## config.mk

```make
export PLATFORM = sky130hd
export DESIGN_NAME = fmc_ddr_burst
export DESIGN_NICKNAME = d
export VERILOG_FILES = /design/src/rtl/fmc_ddr_burst.sv
export SDC_FILE = /design/constraint.sdc
export NUM_CORES = 2
export LEC_CHECK = 0
export BUFFER_PORTS_ARGS = -buffer_cell sky130_fd_sc_hd__buf_4
export CORE_AREA = 3 3 611 613
export CTS_CLUSTER_SIZE = 14
export DETAILED_ROUTE_END_ITERATION = 12
export DIE_AREA = 0 0 614 616
export GPL_ROUTABILITY_DRIVEN = 0
export PLACE_DENSITY = 0.59
export SYNTH_ARGS = -nofsm -noshare
export SYNTH_HDL_FRONTEND = slang
export SYNTH_SLANG_ARGS = --single-unit
```

## constraint.sdc

```tcl
create_clock -name clk -period 8 [get_ports clk]
set_input_delay 0.8 -clock clk [delete_from_list [all_inputs] [get_ports clk]]
set_output_delay 0.8 -clock clk [all_outputs]
set_load 0.005 [all_outputs]
```

## src/rtl/fmc_ddr_burst.sv

```systemverilog
// fmc_ddr_burst: splits one FMC transfer into DDR bursts of at most MAX_BURST beats; read data returns
// through a credit-protected FIFO. Define FMC_DDR_PERF_EN to add the PerfBusyCyc/PerfStallCyc counters.
module fmc_ddr_burst #(
  parameter int ADDR_WIDTH    = 32,
  parameter int DATA_WIDTH    = 128,
  parameter int LEN_WIDTH     = 16,
  parameter int MAX_BURST     = 16,
  parameter int RD_FIFO_DEPTH = 32
) (
  input  logic                  clk,
  input  logic                  rst_n,
  input  logic                  FMCDDR_CmdVld,
  output logic                  FMCDDR_CmdRdy,
  input  logic                  FMCDDR_CmdWr,
  input  logic [ADDR_WIDTH-1:0] FMCDDR_Addr,
  input  logic [LEN_WIDTH-1:0]  FMCDDR_Len,
  input  logic [DATA_WIDTH-1:0] FMCDDR_WrDat,
  input  logic                  FMCDDR_WrDatVld,
  output logic                  DDRFMC_WrDatRdy,
  output logic [DATA_WIDTH-1:0] DDRFMC_RdDat,
  output logic                  DDRFMC_RdDatVld,
  input  logic                  FMCDDR_RdDatRdy,
  output logic                  DDR_CmdVld,
  input  logic                  DDR_CmdRdy,
  output logic                  DDR_CmdWr,
  output logic [ADDR_WIDTH-1:0] DDR_CmdAddr,
  output logic [7:0]            DDR_CmdLen,
  output logic [DATA_WIDTH-1:0] DDR_WrDat,
  output logic                  DDR_WrDatVld,
  input  logic                  DDR_WrDatRdy,
  input  logic [DATA_WIDTH-1:0] DDR_RdDat,
  input  logic                  DDR_RdDatVld,
  output logic                  DDR_RdDatRdy,
  output logic                  Busy
`ifdef FMC_DDR_PERF_EN
  ,
  output logic [31:0]           PerfBusyCyc,
  output logic [31:0]           PerfStallCyc
`endif
);

  localparam int BYTES = DATA_WIDTH / 8;
  localparam int PW    = $clog2(RD_FIFO_DEPTH);
  localparam int CW    = PW + 2;

  typedef enum logic [2:0] {
    S_IDLE = 3'd0,
    S_WCMD = 3'd1,
    S_WDAT = 3'd2,
    S_RCMD = 3'd3,
    S_RDRN = 3'd4
  } state_t;

  state_t                r_state;
  logic [ADDR_WIDTH-1:0] r_cur_addr;
  logic [LEN_WIDTH-1:0]  r_remain;
  logic [LEN_WIDTH-1:0]  r_len;
  logic [LEN_WIDTH-1:0]  r_beat_cnt;
  logic [LEN_WIDTH-1:0]  r_delivered;
  logic [CW-1:0]         r_outstanding;
  logic [CW-1:0]         r_fifo_cnt;
  logic [PW-1:0]         r_wptr;
  logic [PW-1:0]         r_rptr;
  logic [DATA_WIDTH-1:0] r_mem [RD_FIFO_DEPTH];
  logic                  r_cmd_vld;
  logic                  r_cmd_wr;
  logic [ADDR_WIDTH-1:0] r_cmd_addr;
  logic [7:0]            r_cmd_len;

  logic [LEN_WIDTH-1:0]  w_blen;
  logic [LEN_WIDTH-1:0]  w_remain_nxt;
  logic [CW-1:0]         w_blen_c;
  logic [CW-1:0]         w_out_add;
  logic [ADDR_WIDTH-1:0] w_addr_step;
  logic                  w_credit_ok;
  logic                  w_cmd_acc;
  logic                  w_wbeat;
  logic                  w_push;
  logic                  w_pop;

  assign w_blen       = (r_remain > LEN_WIDTH'(MAX_BURST)) ? LEN_WIDTH'(MAX_BURST) : r_remain;
  assign w_remain_nxt = r_remain - w_blen;
  assign w_blen_c     = CW'(w_blen);
  assign w_addr_step  = ADDR_WIDTH'(w_blen) * ADDR_WIDTH'(BYTES);
  // Credit counts FIFO slots not yet claimed by buffered or in-flight beats.
  assign w_credit_ok  = (r_fifo_cnt + r_outstanding + w_blen_c) <= CW'(RD_FIFO_DEPTH);
  assign w_cmd_acc    = r_cmd_vld & DDR_CmdRdy;
  assign w_wbeat      = (r_state == S_WDAT) & FMCDDR_WrDatVld & DDR_WrDatRdy;
  assign w_push       = DDR_RdDatVld;
  assign w_pop        = (r_fifo_cnt != CW'(0)) & FMCDDR_RdDatRdy;
  assign w_out_add    = (w_cmd_acc && (r_state == S_RCMD)) ? w_blen_c : CW'(0);

  assign FMCDDR_CmdRdy   = (r_state == S_IDLE);
  assign Busy            = (r_state != S_IDLE);
  assign DDR_CmdVld      = r_cmd_vld;
  assign DDR_CmdWr       = r_cmd_wr;
  assign DDR_CmdAddr     = r_cmd_addr;
  assign DDR_CmdLen      = r_cmd_len;
  assign DDR_WrDat       = FMCDDR_WrDat;
  assign DDR_WrDatVld    = (r_state == S_WDAT) & FMCDDR_WrDatVld;
  assign DDRFMC_WrDatRdy = (r_state == S_WDAT) & DDR_WrDatRdy;
  assign DDR_RdDatRdy    = 1'b1;
  assign DDRFMC_RdDat    = r_mem[r_rptr];
  assign DDRFMC_RdDatVld = (r_fifo_cnt != CW'(0));

  // Request capture, burst splitting and DDR command generation.
  always_ff @(posedge clk or negedge rst_n) begin
    if (!rst_n) begin
      r_state    <= S_IDLE;
      r_cur_addr <= ADDR_WIDTH'(0);
      r_remain   <= LEN_WIDTH'(0);
      r_len      <= LEN_WIDTH'(0);
      r_beat_cnt <= LEN_WIDTH'(0);
      r_cmd_vld  <= 1'b0;
      r_cmd_wr   <= 1'b0;
      r_cmd_addr <= ADDR_WIDTH'(0);
      r_cmd_len  <= 8'd0;
    end else begin
      case (r_state)
        S_IDLE: begin
          if (FMCDDR_CmdVld) begin
            r_cur_addr <= FMCDDR_Addr;
            r_remain   <= FMCDDR_Len;
            r_len      <= FMCDDR_Len;
            if (FMCDDR_Len != LEN_WIDTH'(0)) begin
              r_state <= FMCDDR_CmdWr ? S_WCMD : S_RCMD;
            end
          end
        end
        S_WCMD: begin
          if (!r_cmd_vld) begin
            r_cmd_vld  <= 1'b1;
            r_cmd_wr   <= 1'b1;
            r_cmd_addr <= r_cur_addr;
            r_cmd_len  <= 8'(w_blen - LEN_WIDTH'(1));
          end else if (DDR_CmdRdy) begin
            r_cmd_vld  <= 1'b0;
            r_cur_addr <= r_cur_addr + w_addr_step;
            r_remain   <= w_remain_nxt;
            r_beat_cnt <= w_blen;
            r_state    <= S_WDAT;
          end
        end
        S_WDAT: begin
          if (w_wbeat) begin
            r_beat_cnt <= r_beat_cnt - LEN_WIDTH'(1);
            if (r_beat_cnt == LEN_WIDTH'(1)) begin
              r_state <= (r_remain != LEN_WIDTH'(0)) ? S_WCMD : S_IDLE;
            end
          end
        end
        S_RCMD: begin
          if (!r_cmd_vld) begin
            if (w_credit_ok) begin
              r_cmd_vld  <= 1'b1;
              r_cmd_wr   <= 1'b0;
              r_cmd_addr <= r_cur_addr;
              r_cmd_len  <= 8'(w_blen - LEN_WIDTH'(1));
            end
          end else if (DDR_CmdRdy) begin
            r_cmd_vld  <= 1'b0;
            r_cur_addr <= r_cur_addr + w_addr_step;
            r_remain   <= w_remain_nxt;
            if (w_remain_nxt == LEN_WIDTH'(0)) begin
              r_state <= S_RDRN;
            end
          end
        end
        S_RDRN: begin
          if (w_pop && ((r_delivered + LEN_WIDTH'(1)) == r_len)) begin
            r_state <= S_IDLE;
          end
        end
        default: begin
          r_state   <= S_IDLE;
          r_cmd_vld <= 1'b0;
        end
      endcase
    end
  end

  // Read bookkeeping: beats delivered to FMC, beats still owed by DDR, FIFO occupancy.
  always_ff @(posedge clk or negedge rst_n) begin
    if (!rst_n) begin
      r_delivered   <= LEN_WIDTH'(0);
      r_outstanding <= CW'(0);
      r_fifo_cnt    <= CW'(0);
      r_wptr        <= PW'(0);
      r_rptr        <= PW'(0);
    end else begin
      if (r_state == S_IDLE) begin
        r_delivered <= LEN_WIDTH'(0);
      end else if (w_pop) begin
        r_delivered <= r_delivered + LEN_WIDTH'(1);
      end
      r_outstanding <= r_outstanding + w_out_add - CW'(w_push);
      r_fifo_cnt    <= r_fifo_cnt + CW'(w_push) - CW'(w_pop);
      if (w_push) begin
        r_wptr <= r_wptr + PW'(1);
      end
      if (w_pop) begin
        r_rptr <= r_rptr + PW'(1);
      end
    end
  end

  // FIFO storage; contents need no reset since occupancy gates visibility.
  always_ff @(posedge clk) begin
    if (w_push) begin
      r_mem[r_wptr] <= DDR_RdDat;
    end
  end

`ifdef FMC_DDR_PERF_EN
  logic [31:0] r_perf_busy;
  logic [31:0] r_perf_stall;
  logic        w_any_hs;

  assign w_any_hs     = w_cmd_acc | w_wbeat | w_push | w_pop;
  assign PerfBusyCyc  = r_perf_busy;
  assign PerfStallCyc = r_perf_stall;

  // Saturating busy and stall cycle counters.
  always_ff @(posedge clk or negedge rst_n) begin
    if (!rst_n) begin
      r_perf_busy  <= 32'd0;
      r_perf_stall <= 32'd0;
    end else begin
      if (Busy && (r_perf_busy != 32'hFFFF_FFFF)) begin
        r_perf_busy <= r_perf_busy + 32'd1;
      end
      if (Busy && !w_any_hs && (r_perf_stall != 32'hFFFF_FFFF)) begin
        r_perf_stall <= r_perf_stall + 32'd1;
      end
    end
  end
`endif

endmodule

```

* Word-level counts from Yosys, hierarchy flattened
Memory sizes are Yosys's and may differ from the RTL's. Cells that the tools add are included.
Word-level totals: bits in registers 165, memory bits (writable) 4096, bits of input ports 313, output and inout port bits 304, memories 1
Cells by class: add/subtract/negate cells 13, order comparisons 2, equality and inequality tests 21, multiplexer cells 48, bitwise operators 5, reduce and logical (&&, ||, !) cells 19
Memory list:
- r_mem | words 32, width 128, rd ports 1, clocked after Yosys merged registers in 0, wr ports 1, RTL line 64 | logic [DATA_WIDTH-1:0] r_mem [RD_FIFO_DEPTH];
Operators with widths (number):
- 2-to-1 mux 32 bit | 6
- 2-to-1 mux 16 bit | 9
- case mux 32 bit (2 select lines) | 2
- case mux 16 bit (2 select lines) | 2
- adder 32 x 20 -> 32 bit | 1
- nonzero test 16 bit | 2
- 2-to-1 mux 3 bit | 10
- 2-to-1 mux 8 bit | 3
- adder 7 bit | 3
- inequality test 2 bit, second input constant | 10
- adder 16 x 1 -> 16 bit, second input constant | 1
- == test 16 x 1 -> 1 bit, second input constant | 1
- == test 16 bit | 1
- greater-than comparator 16 x 5 -> 1 bit, second input constant | 1
- logical NOT 16 bit | 1
- case mux 8 bit (2 select lines) | 1
- subtractor 16 x 1 -> 16 bit, second input constant | 1
- subtractor 16 bit | 1
- case mux 3 bit (5 select lines) | 1
- subtractor 7 x 1 -> 7 bit | 2
- AND reduction 4 bit | 3
- adder 5 x 1 -> 5 bit, second input constant | 2
- 2-to-1 mux 1 bit | 10
- inequality test 2 x 1 -> 1 bit, second input constant | 5
- 20 further kinds | 29

* Depth between registers and ports, before layout
depth in word-level cells 8, depth in mapped cells 18

* Worst setup path before layout
No wires, ideal clock.
path kind input -> register, start input port DDR_RdDatVld, end memory r_mem[31][0], enable pin, setup time 0.617 ns, arrival 6.682 ns, required time 7.383 ns, path slack 0.700 ns, stages on the path 4, cells stage by stage clkbuf_1 > nand2_1 > clkbuf_1 > nor2_1
Between the ends: longest elaborated chain between the ends 2
RTL lines:
- start, declared | RTL line 32 | input logic DDR_RdDatVld,
- 2-to-1 mux 1 bit | RTL line 209 | if (w_push) begin
- 2-to-1 mux 1 bit (not written as such) | RTL line 210 | r_mem[r_wptr] <= DDR_RdDat;
- end, declared | RTL line 64
Every way passes these cells.

* Worst setup path in the final report
start register r_rptr[0], end output port DDRFMC_RdDat[55]
Between the ends: longest elaborated chain between the ends 1
RTL lines:
- start, declared | RTL line 63 | logic [PW-1:0] r_rptr;
- start signal, assigned | RTL line 202 | r_rptr <= r_rptr + PW'(1);
- memory read (32 x 128 bit)
- end, declared | RTL line 20 | output logic [DATA_WIDTH-1:0] DDRFMC_RdDat,
Every way passes these cells.

==> impl_metrics.csv <==
group,metric,value,unit
yosys,synth-warning-count,0,
final_layout,layout-drive-gt1-share,0.3269,
global_route,antenna_found_initial,52,
route,wl_per_cell,33.39,um
setup_path,crit_fanout,106,
timing,fin_crit,5.368,ns
yosys,syn-cell-area,165800,um2
pwr,ir_worst_vdd,0.3723,mV
floorplan,dieArea,378200,um2
clock_tree,cts_inserted_buffers,436,
job,maxCapViolations,0,
global_route,grt_max_degree,152,
final_layout,fillCellCount,28660,
setup_path,slowest_stage,"dfrtp_4",
pwr,p_leak,0.05959,uW
floorplan,start_util,0.4497,
yosys,synth_most_common_cell,"edfxtp_1",
timing,fin_skew,0.05069,ns
route,via_per_inst,6.066,
floorplan,die_w,614,um
hold_path,hold_path_class,"in2reg",
timing,hold_viol_final,0,
floorplan,coreArea,368600,um2
clock_tree,cts_tree,"yes",
route,drc,0,
timing,worstMarginPinSlew,1.249,ns
setup_path,critPathKind,"reg2out",
setup_path,path_delay_family,"multiplexers",
floorplan,fp-row-count,223,
pwr,power.density,352.7,nW/um2
timing,maxClockFrequency,186.3,MHz
route,routed_wl,431.4,mm
clock_tree,h-tree-depth,5,
route,via_count,78380,
yosys,synthesis.instances,7106,
clock_tree,cts_setup_buffers,0,
floorplan,die-height,616,um
final_layout,postLayoutCellArea,188200,um2
route,drtPass1Iterations,6,
yosys,ys_seq_area_frac,0.7669,
timing,final_max_slew_viol_count,0,
placed_design,io_buffers,359,
global_route,grt_pass1_vias,79780,
setup_path,required,7.20,ns
setup_path,worst-path-buf-inv,2,
timing,setup_viol,0,
global_route,grt-ovfl-total,0,
final_layout,nets,7966,
timing,period_share,0.6709,
timing,slew_headroom,0.1655,
setup_path,crit_top_cell,"mux4_2",
yosys,yosysTopAreaCell,"edfxtp_1",
setup_path,start_kind,"flop",
placed_design,placed_area,174500,um2
yosys,synth_edf_count,4096,
clock_tree,clk_pin_slew_worst_paths,0.06,ns
setup_path,cp_slowest_stage_delay,1.09,ns
timing,rsz0062_at_grt,"false",
outcome,status,"finished, final reports clean",
yosys,ys_ff_latch,4261,
pwr,finalPower,66380,uW
clock_tree,root_buffer,"clkbuf_16",
floorplan,io_pins,617,
route,ant_nets,0,
clock_tree,clock-sinks,4261,
yosys,synth_cell_types,78,
yosys,synth_common_cells,"edfxtp_1, mux4_2, clkbuf_1, mux2_2, dfrtp_1",
setup_path,crit_chain,"buf_12 -> mux4_2 -> mux4_2 -> mux2_2 -> buf_4",
clock_tree,clk_latency,0.97,ns
yosys,synth_top_area_frac,0.7420,
timing,fin_setup_tns,0,ns
yosys,yosys-top-cells-area,"edfxtp_1, mux4_2, dfrtp_1, mux2_2, clkbuf_1",
clock_tree,clockBufferDepth,4,
global_route,grt_pass1_wl,609.0,mm
yosys,synth.avg_cell_area,23.33,um2
setup_path,crit_path_end_kind,"output pin",
yosys,synth_async_sr_flop_share,0.03872,
route,drt-initial-drc-count,9410,
setup_path,cp.arrival,4.57,ns
global_route,grt_usage,0.2267,
yosys,synth_flop_cell,"edfxtp_1",
placed_design,hpwlAfterDp,209.5,mm
final_layout,area_delta_synth_final,13.53,%
[where the power goes]
| part | leakage (uW) | switching (uW) | internal, uW |
|---|---|---|---|
| registers | 0.0389 | 834 | 26100 |
| clock network | 0.00665 | 8340 | 11200 |
| logic | 0.0140 | 10100 | 9900 |
[area by class of cell]
| cell class | instances | area (um2) | area share |
|---|---|---|---|
| clock inverter | 248 | 2117 | 0.01125 |
| tap | 4950 | 6193 | 0.03291 |
| multi-input combinational | 2299 | 36330 | 0.1931 |
| antenna | 18 | 45.04 | 0.0002393 |
| sequential | 4261 | 127100 | 0.6756 |
| timing repair buffer | 526 | 4628 | 0.02459 |
| inverter | 67 | 251.5 | 0.001336 |
| clock buffer | 553 | 11490 | 0.06104 |
[what timing repair did]
item / CTS / global route
endpoints found under the setup margin: 0 / 0
hold buffers: 5 / 0
endpoints found under the hold margin: 89 / 0
resized for setup: 0 / 0
[flip-flops by register name, indices dropped and copies added, names as in the netlist, 7 cells and up]
signal and flops:
DDR_CmdAddr 32, DDR_CmdLen 8, r_remain 16, r_fifo_cnt 7
r_beat_cnt 16, r_len 16, r_mem 4096, r_cur_addr 32
r_delivered 16, r_outstanding 7
[worst register-to-register path, delay by kind of cell, from the launching register on]
family | cells | cell delay [ns]
AOI/OAI and AO/OA | 5 | 1.47
adders and majority gates | 3 | 0.91
muxes | 1 | 0.42
buffers and inverters | 3 | 0.75
DFF | 1 | 0.46
and+or+nand+nor | 4 | 1.03
[through the flow]
| step | setup WS (ns) | utilization | std cells | hold WS [ns] |
|---|---|---|---|---|
| final | 2.632 | 0.5106 | 12920 | 0.09731 |
| after global routing | 2.414 | 0.5105 | 12910 | 0.05800 |
| after CTS | 2.491 | 0.5105 | 12900 | 0.01649 |
| after global placement | 2.840 | 0.4734 | 12100 | 0.4536 |
| after detailed placement | 2.892 | 0.4734 | 12100 | 0.4685 |
| after floorplan | 0.7002 | - | 7119 | 0.4384 |
[routing by layer]
metal  wire length [um]  track usage
met1             180100       0.3283
met4               8214      0.04635
met5                136            0
met3              34720      0.04325
met2             208300       0.3619
[final timing paths]
kind	startpoint	end	slack, ns	cells after the start
max	r_rptr[0]	DDRFMC_RdDat[55]	2.63	5
min	FMCDDR_Addr[13]	r_cur_addr[13]	0.1	3
max reg2reg	r_remain[1]	DDR_CmdAddr[28]	2.81	16
min reg2reg	r_cur_addr[2]	r_cur_addr[2]	0.49	2
max in group asynchronous	rst_n	r_delivered[7]	5.89	3
min in group asynchronous	rst_n	r_beat_cnt[10]	0.48	2
[cells in the final DEF (no fill, tap or decap), types with 27 or more instances in the layout]
cell and n:
buf_4 467, clkinv_2 71, nor3_1 27, nor2_4 32
mux2_2 168, nand2_1 151, edfxtp_1 4096, mux4_2 1280
nor2_1 82, ha_1 52, inv_1 65, a21oi_1 66
bufinv_16 32, buf_12 53, xnor2_1 40, clkinv_1 121
dfrtp_1 160, clkbuf_16 442, clkbuf_1 110, o21ai_0 71
[cell families (layout without fill, tap and decap cells)]
| kind of cell | after synthesis | after routing | share of synthesized area |
|---|---|---|---|
| AOI/OAI and AO/OA | 277 | 277 | 0.01085 |
| muxes | 1456 | 1456 | 0.1858 |
| buffers and inverters | 559 | 1394 | 0.01587 |
| DFF | 4261 | 4261 | 0.7669 |
| adders and majority gates | 62 | 62 | 0.005133 |
| and+or+nand+nor | 424 | 424 | 0.01197 |
| xor gates and xnor gates | 65 | 65 | 0.003434 |
| other | 2 | 33 | 0.00004530 |
Note: power is estimated with default switching activity, not from simulation.
